==> config.mk <==
export PLATFORM = sky130hd
export DESIGN_NAME = infer_mac_requant_flat
export DESIGN_NICKNAME = d
export VERILOG_FILES = /design/src/rtl/infer_mac_requant_pkg.sv /design/src/rtl/infer_mac_requant_if.sv /design/src/rtl/infer_mac_requant_fifo2.sv /design/src/rtl/infer_mac_requant.sv /design/src/flat_wrapper.sv
export SDC_FILE = /design/constraint.sdc
export NUM_CORES = 1
export LEC_CHECK = 0
export ABC_AREA = 0
export BUFFER_PORTS_ARGS = -buffer_cell sky130_fd_sc_hd__buf_2
export CORE_ASPECT_RATIO = 2
export CORE_MARGIN = 2
export CORE_UTILIZATION = 55
export DETAILED_ROUTE_END_ITERATION = 8
export MAX_ROUTING_LAYER = met4
export PLACE_DENSITY = 0.81
export REMOVE_ABC_BUFFERS = 1
export SETUP_SLACK_MARGIN = 0.2
export SLEW_MARGIN = 0
export SYNTH_ARGS = -nofsm -noshare
export SYNTH_HDL_FRONTEND = slang
export SYNTH_HIERARCHICAL = 1
export SYNTH_SLANG_ARGS = --single-unit
==> constraint.sdc <==
create_clock -name clk -period 9.5 [get_ports clk]
set_clock_uncertainty 0.1 [all_clocks]
set_input_delay 1.9 -clock clk [delete_from_list [all_inputs] [get_ports clk]]
set_output_delay 1.9 -clock clk [all_outputs]
set_load 0.01 [all_outputs]
==> src/rtl/infer_mac_requant_pkg.sv <==
// -----------------------------------------------------------------------------
// infer_mac_pkg
// Shared widths, types, FIFO sizing and saturation bounds for the
// infer_mac_requant block (MAC accumulate -> bias -> round -> saturate).
// No ports; imported by the interface, the FIFO and the top.
// -----------------------------------------------------------------------------
package infer_mac_pkg;

    localparam int PROD_W     = 36;  // signed product from the 21s x 15ns multiplier
    localparam int ACC_W      = 44;  // 256 full-scale products cannot overflow
    localparam int BIAS_W     = 32;
    localparam int OUT_W      = 8;
    localparam int FIFO_DEPTH = 2;

    localparam int FIFO_CNT_W = $clog2(FIFO_DEPTH + 1);
    localparam int FIFO_PTR_W = $clog2(FIFO_DEPTH);

    typedef logic signed [PROD_W-1:0] prod_t;
    typedef logic signed [BIAS_W-1:0] bias_t;
    typedef logic signed [ACC_W-1:0]  acc_t;
    // One guard bit so the rounding constant can never wrap the sum.
    typedef logic signed [ACC_W:0]    rnd_t;
    typedef logic signed [OUT_W-1:0]  out_t;
    typedef logic [FIFO_CNT_W-1:0]    cnt_t;

    localparam rnd_t SAT_MAX = rnd_t'((2 ** (OUT_W - 1)) - 1);
    localparam rnd_t SAT_MIN = rnd_t'(-(2 ** (OUT_W - 1)));

    function automatic acc_t sext_prod(input prod_t p);
        return {{(ACC_W - PROD_W){p[PROD_W-1]}}, p};
    endfunction

    function automatic acc_t sext_bias(input bias_t b);
        return {{(ACC_W - BIAS_W){b[BIAS_W-1]}}, b};
    endfunction

endpackage

==> src/rtl/infer_mac_requant_if.sv <==
// -----------------------------------------------------------------------------
// infer_mac_requant_if
// Bundles the product input stream (valid/ready/data/last + per-vector bias)
// and the requantised result stream (valid/ready/data).
//   slave  : view of infer_mac_requant (consumes products, produces results)
//   master : view of the surrounding datapath / bench
// -----------------------------------------------------------------------------
interface infer_mac_requant_if;
    import infer_mac_pkg::*;

    logic  in_valid;
    logic  in_ready;
    prod_t in_data;
    logic  in_last;
    bias_t bias;
    logic  out_valid;
    logic  out_ready;
    out_t  out_data;

    modport slave (
        input  in_valid, in_data, in_last, bias, out_ready,
        output in_ready, out_valid, out_data
    );

    modport master (
        output in_valid, in_data, in_last, bias, out_ready,
        input  in_ready, out_valid, out_data
    );

endinterface

==> src/rtl/infer_mac_requant_fifo2.sv <==
// -----------------------------------------------------------------------------
// infer_mac_requant_fifo2
// Two-entry synchronous FIFO holding finished activations.
// Ports:
//   clk, reset        clock, synchronous active-low reset
//   push, push_data   write request and value (ignored when full)
//   pop               read request (ignored when empty)
//   head              current head entry
//   count             number of valid entries (0..2)
// -----------------------------------------------------------------------------
module infer_mac_requant_fifo2
    import infer_mac_pkg::*;
(
    input  logic clk,
    input  logic reset,
    input  logic push,
    input  out_t push_data,
    input  logic pop,
    output out_t head,
    output cnt_t count
);

    out_t                  mem [FIFO_DEPTH];
    logic [FIFO_PTR_W-1:0] wr_ptr;
    logic [FIFO_PTR_W-1:0] rd_ptr;
    logic                  do_push;
    logic                  do_pop;

    assign do_push = push && (count != cnt_t'(FIFO_DEPTH));
    assign do_pop  = pop  && (count != '0);
    assign head    = mem[rd_ptr];

    // NOTE: the storage is cleared on reset on purpose -- the head is visible
    // on out_data, which must read 0 while reset is applied.
    always_ff @(posedge clk) begin
        if (!reset) begin
            mem    <= '{default: '0};
            wr_ptr <= '0;
            rd_ptr <= '0;
            count  <= '0;
        end else begin
            if (do_push) begin
                mem[wr_ptr] <= push_data;
                wr_ptr      <= wr_ptr + 1'b1;
            end
            if (do_pop) begin
                rd_ptr <= rd_ptr + 1'b1;
            end
            // Simultaneous push and pop leave the count unchanged.
            count <= count + cnt_t'(do_push) - cnt_t'(do_pop);
        end
    end

endmodule

==> src/rtl/infer_mac_requant.sv <==
// -----------------------------------------------------------------------------
// infer_mac_requant
// Accumulates signed products into one dot product per vector (delimited by
// in_last), adds a per-vector bias, rounds with an arithmetic right shift of
// SHIFT (half toward +inf), saturates to OUT_W bits and queues the result in a
// 2-entry FIFO behind a valid/ready output.
// Pipeline: accept last beat -> S1 sum -> S2 round -> S3 saturate -> FIFO.
// Ports:
//   clk         clock
//   reset       synchronous active-low reset
//   bus         infer_mac_requant_if.slave: in_valid/in_ready/in_data/in_last/
//               bias and out_valid/out_ready/out_data
//   sat_sticky  set when any result was clamped; cleared only by reset
// Build option:
//   INFER_MAC_RELU_EN  negative results become 0 (not counted as saturation)
// -----------------------------------------------------------------------------
module infer_mac_requant
    import infer_mac_pkg::*;
#(
    parameter int SHIFT = 16  // 0..ACC_W-1
) (
    input  logic                 clk,
    input  logic                 reset,
    infer_mac_requant_if.slave   bus,
    output logic                 sat_sticky
);

    acc_t acc;
    acc_t beat_sum;
    logic accept;
    logic ready_en;

    logic s1_valid;
    acc_t s1_sum;
    rnd_t sum_ext;
    rnd_t rounded;

    logic s2_valid;
    rnd_t s2_r;
    out_t sat_data;
    logic sat_hit;

    logic s3_valid;
    out_t s3_data;

    cnt_t       fifo_count;
    logic [2:0] pending;

    assign accept   = bus.in_valid && bus.in_ready;
    assign beat_sum = acc + sext_prod(bus.in_data);

    // Every result already in flight owns a FIFO slot; S3 is counted as well
    // because it is a full register stage ahead of the FIFO write.
    assign pending      = 3'(fifo_count) + 3'(s1_valid) + 3'(s2_valid) + 3'(s3_valid);
    assign bus.in_ready = ready_en && (pending < 3'(FIFO_DEPTH));

    // Round half toward +inf: add half an LSB of the result, then shift.
    assign sum_ext = {s1_sum[ACC_W-1], s1_sum};
    if (SHIFT > 0) begin : g_round
        localparam rnd_t HALF = rnd_t'(1) << (SHIFT - 1);
        assign rounded = (sum_ext + HALF) >>> SHIFT;
    end else begin : g_no_round
        assign rounded = sum_ext;
    end

    // NOTE: every output of this block gets a default first, so no path can
    // leave a value unassigned and infer a latch.
    always_comb begin
        sat_data = s2_r[OUT_W-1:0];
        sat_hit  = 1'b0;
`ifdef INFER_MAC_RELU_EN
        if (s2_r[ACC_W]) begin
            sat_data = '0;
        end else if (s2_r > SAT_MAX) begin
            sat_data = SAT_MAX[OUT_W-1:0];
            sat_hit  = 1'b1;
        end
`else
        if (s2_r > SAT_MAX) begin
            sat_data = SAT_MAX[OUT_W-1:0];
            sat_hit  = 1'b1;
        end else if (s2_r < SAT_MIN) begin
            sat_data = SAT_MIN[OUT_W-1:0];
            sat_hit  = 1'b1;
        end
`endif
    end

    // NOTE: state registers use non-blocking assignments only, so every stage
    // samples the previous stage's value from before this edge.
    always_ff @(posedge clk) begin
        if (!reset) begin
            acc        <= '0;
            ready_en   <= 1'b0;
            s1_valid   <= 1'b0;
            s1_sum     <= '0;
            s2_valid   <= 1'b0;
            s2_r       <= '0;
            s3_valid   <= 1'b0;
            s3_data    <= '0;
            sat_sticky <= 1'b0;
        end else begin
            ready_en <= 1'b1;

            // Accumulate; the last beat folds in the bias and restarts at 0.
            s1_valid <= accept && bus.in_last;
            if (accept) begin
                if (bus.in_last) begin
                    s1_sum <= beat_sum + sext_bias(bus.bias);
                    acc    <= '0;
                end else begin
                    acc <= beat_sum;
                end
            end

            s2_valid <= s1_valid;
            if (s1_valid) begin
                s2_r <= rounded;
            end

            s3_valid <= s2_valid;
            if (s2_valid) begin
                s3_data <= sat_data;
                if (sat_hit) begin
                    sat_sticky <= 1'b1;
                end
            end
        end
    end

    infer_mac_requant_fifo2 u_fifo (
        .clk       (clk),
        .reset     (reset),
        .push      (s3_valid),
        .push_data (s3_data),
        .pop       (bus.out_valid && bus.out_ready),
        .head      (bus.out_data),
        .count     (fifo_count)
    );

    assign bus.out_valid = (fifo_count != '0);

endmodule

==> src/flat_wrapper.sv <==
// flat-port wrapper written by rule: the top's interface ports become plain ports
module infer_mac_requant_flat import infer_mac_pkg::*;
#(
    parameter int SHIFT = 16               
)
  (clk, reset, sat_sticky, bus_in_valid, bus_in_data, bus_in_last, bus_bias, bus_out_ready, bus_in_ready, bus_out_valid, bus_out_data);
  infer_mac_requant_if bus_i ();
  input  logic clk;
  input  logic reset;
  output logic sat_sticky;
  input wire logic [$bits(bus_i.in_valid)-1:0] bus_in_valid;
  input wire logic [$bits(bus_i.in_data)-1:0] bus_in_data;
  input wire logic [$bits(bus_i.in_last)-1:0] bus_in_last;
  input wire logic [$bits(bus_i.bias)-1:0] bus_bias;
  input wire logic [$bits(bus_i.out_ready)-1:0] bus_out_ready;
  output wire logic [$bits(bus_i.in_ready)-1:0] bus_in_ready;
  output wire logic [$bits(bus_i.out_valid)-1:0] bus_out_valid;
  output wire logic [$bits(bus_i.out_data)-1:0] bus_out_data;
  assign bus_i.in_valid = bus_in_valid;
  assign bus_i.in_data = bus_in_data;
  assign bus_i.in_last = bus_in_last;
  assign bus_i.bias = bus_bias;
  assign bus_i.out_ready = bus_out_ready;
  assign bus_in_ready = bus_i.in_ready;
  assign bus_out_valid = bus_i.out_valid;
  assign bus_out_data = bus_i.out_data;
  infer_mac_requant #(.SHIFT(SHIFT)) u_core (.clk(clk), .reset(reset), .bus(bus_i), .sat_sticky(sat_sticky));
endmodule
==> results.toml <==
[grt]
grt_max_degree = 105
grt_usage = 0.292
grt-ovfl-total = 0
grt_antenna_before_repair = 0
grt_pass1_vias = 9546
grt_pass1_wl_um = 44400

[power]
powerDensity_mw_per_mm2 = 157
combinationalPowerShare = 0.268
sw_frac_of_total = 0.329
cellLeakagePower_nw = 5.07
seq_power_share = 0.348
p_clk_frac = 0.384
ir_worst_vdd_mv = 0.124
internal_power_w = 0.00117
power_switching_w = 0.000573

[hold_path]
whs_path_depth = 2
hp-class = "flip-flop to flip-flop"
hp-start = "u_core/s1_sum[33]"
hold_end = "u_core/s1_sum[33]"

[critical_path]
crit_buf_inv = 2
cp_slowest_cell = "nor3_1"
r2r_cells = 22
end_kind = "flip-flop"
crit_start = "bus_in_data[0]"
setup.worst_path.start_class = "input port"
critPathRequiredTime_ns = 9.75
arrival_ns = 6.90
path_cells = "buf_2, ha_1, inv_1, fa_1, nor2b_1, o21a_1, o21ai_2, a211oi_2, o31ai_2, nor4_2, a31oi_1, o21ai_1, xor2_1, ha_1, nand2_1, nor3_1, and3_1, o211ai_1, a31oi_1, nor2_1, o21ai_0, nand4b_1, o211ai_1"
crit_type = "input port to flip-flop"
r2r_end = "u_core/s1_sum[39]"
r2r_setup_slack_ns = 4.00
r2r_start = "u_core/acc[0]"
max_stage_delay_ns = 0.48
path_delay_family = "compound AO/OA/AOI/OAI gates"
critPathMaxFanout = 7

[final_layout]
syn_to_final_growth_pct = 10.5
layout.nets = 1431
final_cell_area_mm2 = 0.0111
final_common_cell = "nand2_1"
diodes = 0
drive_above_1_share = 0.120
layout_common_cells = "nand2_1 (138), dfxtp_1 (134), ha_1 (90), buf_2 (82), a21oi_1 (75)"

[clocking]
insertion_delay_ns = 0.43
clk_pin_slew_ns = 0.06
postCtsSetupRepairBufs = 0
cts_tree = "yes"
cts_root_buffer = "clkbuf_16"
cts_buffer_depth = 2
clkSinkCount = 135
numCtsBuffers = 17
cts.repair.resized = 0
cts_hold_buf = 0
htreeDepth = 4

[die]
die_w_um = 99.5
num_rows = 69
pin_count = 84
core_area_mm2 = 0.0178
initial_utilization = 0.564
die_h_um = 195
dieArea_mm2 = 0.0194

[route]
drtIter0Drc = 494
route.detailed.drc = 0
vias = 9359
wl_met3_um = 997
antenna_left = 0
routed-wl-met2_um = 14900
avgRoutedWirePerCell_um = 18.4
firstDrtPassIters = 7
routed_wl_um = 27400
top_layer = "met4"
met1_length_um = 9690
viasPerCell = 6.28

[run_status]
status = "finished, final reports clean"

[timing]
worstMarginPinSlew_ns = 1.08
period_share = 0.700
fmax_ghz = 0.150
rsz0062_at_grt = "no"
final_hold_viol_count = 0
setup_viol = 0
tns_ns = 0
hold_slack_ns = 0.357
max_slew_margin = 0.277
drv_slew = 0
finalCriticalPeriod_ns = 6.65

[yosys]
yosys.area_share.xor_xnor = 0.0795
async_flop_share = 0
syn-cell-area_mm2 = 0.0100
ys_ff_latch = 135
avgSynthCellArea_um2 = 8.20
synth_simple_gate_area_share = 0.206
synth.yosys.seq_area_share = 0.269
synth_mux_area_frac = 0.0299
synth_edf_count = 0
synth_compound_area_frac = 0.260
syn_inst = 1223
ys_warn_count = 6
synth_ff_type = "dfxtp_1"
synthAdderAreaFrac = 0.118
synth_top_family_by_area = "compound AO/OA/AOI/OAI gates"
ys_types = 69

[flow_run]
maxCapViolations = 0

[placement]
gp_congestion = 0.983
dpl.hpwl_um = 21000
io_buffer_count = 83
dpl-instance-area_mm2 = 0.0105
## Yosys cell counts (all sizes together), types with 16 or more instances
library cell,instances,area (um^2)
nand2,138,518
ha,90,1130
nor2,37,139
nor2b,35,219
xnor2,48,420
xor2,43,377
nand4,28,175
a22o,21,184
and2,24,150
o21ai,64,332
a31oi,20,125
a21o,60,450
nand3,59,300
o211ai,19,143
a22oi,19,143
nand2b,16,100
inv,29,109
a21oi,78,402
and3,21,131
dfxtp,135,2700
clkbuf,50,188
o211a,29,290
mux2i,21,210
## kinds of logic after synthesis
| group | Yosys count |
|---|---|
| and+or+nand+nor | 408 |
| AOI/OAI and AO/OA | 373 |
| DFF | 135 |
| buffers and inverters | 94 |
| adders and majority gates | 93 |
| xor gates and xnor gates | 91 |
| muxes | 29 |
## final cells by class
type	instances	area, um^2
fillers	1600	6700
flip-flops and latches	135	2700
inverters	29	109
clock inverters	14	161
well taps	213	267
repair buffers	88	455
multi-input cells	994	6970
clock buffers	17	425
## stage by stage
| step | utilization | worst slack (ns) | std cells | power (W) |
|---|---|---|---|---|
| after floorplan | - | 3.50 | 1158 | 0.000946 |
| after global placement | 0.590 | 2.81 | 1459 | 0.00107 |
| final | 0.623 | 2.85 | 1490 | 0.00174 |
| after detailed placement | 0.590 | 2.65 | 1459 | 0.00107 |
| after global routing | 0.623 | 2.49 | 1490 | 0.00182 |
| after CTS | 0.623 | 3.02 | 1490 | 0.00174 |
## power groups by stage
stage	registers (W)	logic (W)	clock network, W
6_report	0.000606	0.000467	0.000668
3_5_place_dp	0.000618	0.000454	0
3_3_place_gp	0.000617	0.000449	0
4_1_cts	0.000605	0.000459	0.000676
2_1_floorplan	0.000614	0.000332	0
5_1_grt	0.000608	0.000513	0.000697
## worst max path at each step
stage	end	slack, ns	depth (start not counted)
after floorplan	u_core/s1_sum[43]	3.50	22
after global placement	u_core/s1_sum[38]	2.81	21
after detailed placement	u_core/s1_sum[38]	2.65	21
after CTS	u_core/s1_sum[39]	3.02	23
after global routing	u_core/s1_sum[39]	2.49	23
final	u_core/s1_sum[39]	2.85	23
## flip-flops by register name (all words and copies together), names as in the netlist
register / cells
u_core/s3_valid: 1
u_core/u_fifo/count: 2
u_core/u_fifo/wr_ptr: 1
u_core/u_fifo/mem: 16
u_core/acc: 44
u_core/u_fifo/rd_ptr: 1
u_core/ready_en: 1
u_core/s1_valid: 1
u_core/s1_sum: 29
u_core/s3_data: 8
u_core/sat_sticky: 1
u_core/s2_valid: 1
u_core/s2_r: 29
## tightest hold or removal path: cells and delay by family, from the launching register on
| kind | cells | cell delay [ns] |
|---|---|---|
| DFF | 1 | 0.31 |
| and+or+nand+nor | 2 | 0.11 |
## metal layers
layer | GRT usage | vias to the layer above
met5 | - | -
met4 | 0.187 | 0
met3 | 0.0390 | 118
met2 | 0.550 | 302
met1 | 0.266 | 4376
li1 | - | 4563
Note: power is estimated with default switching activity, not from simulation.
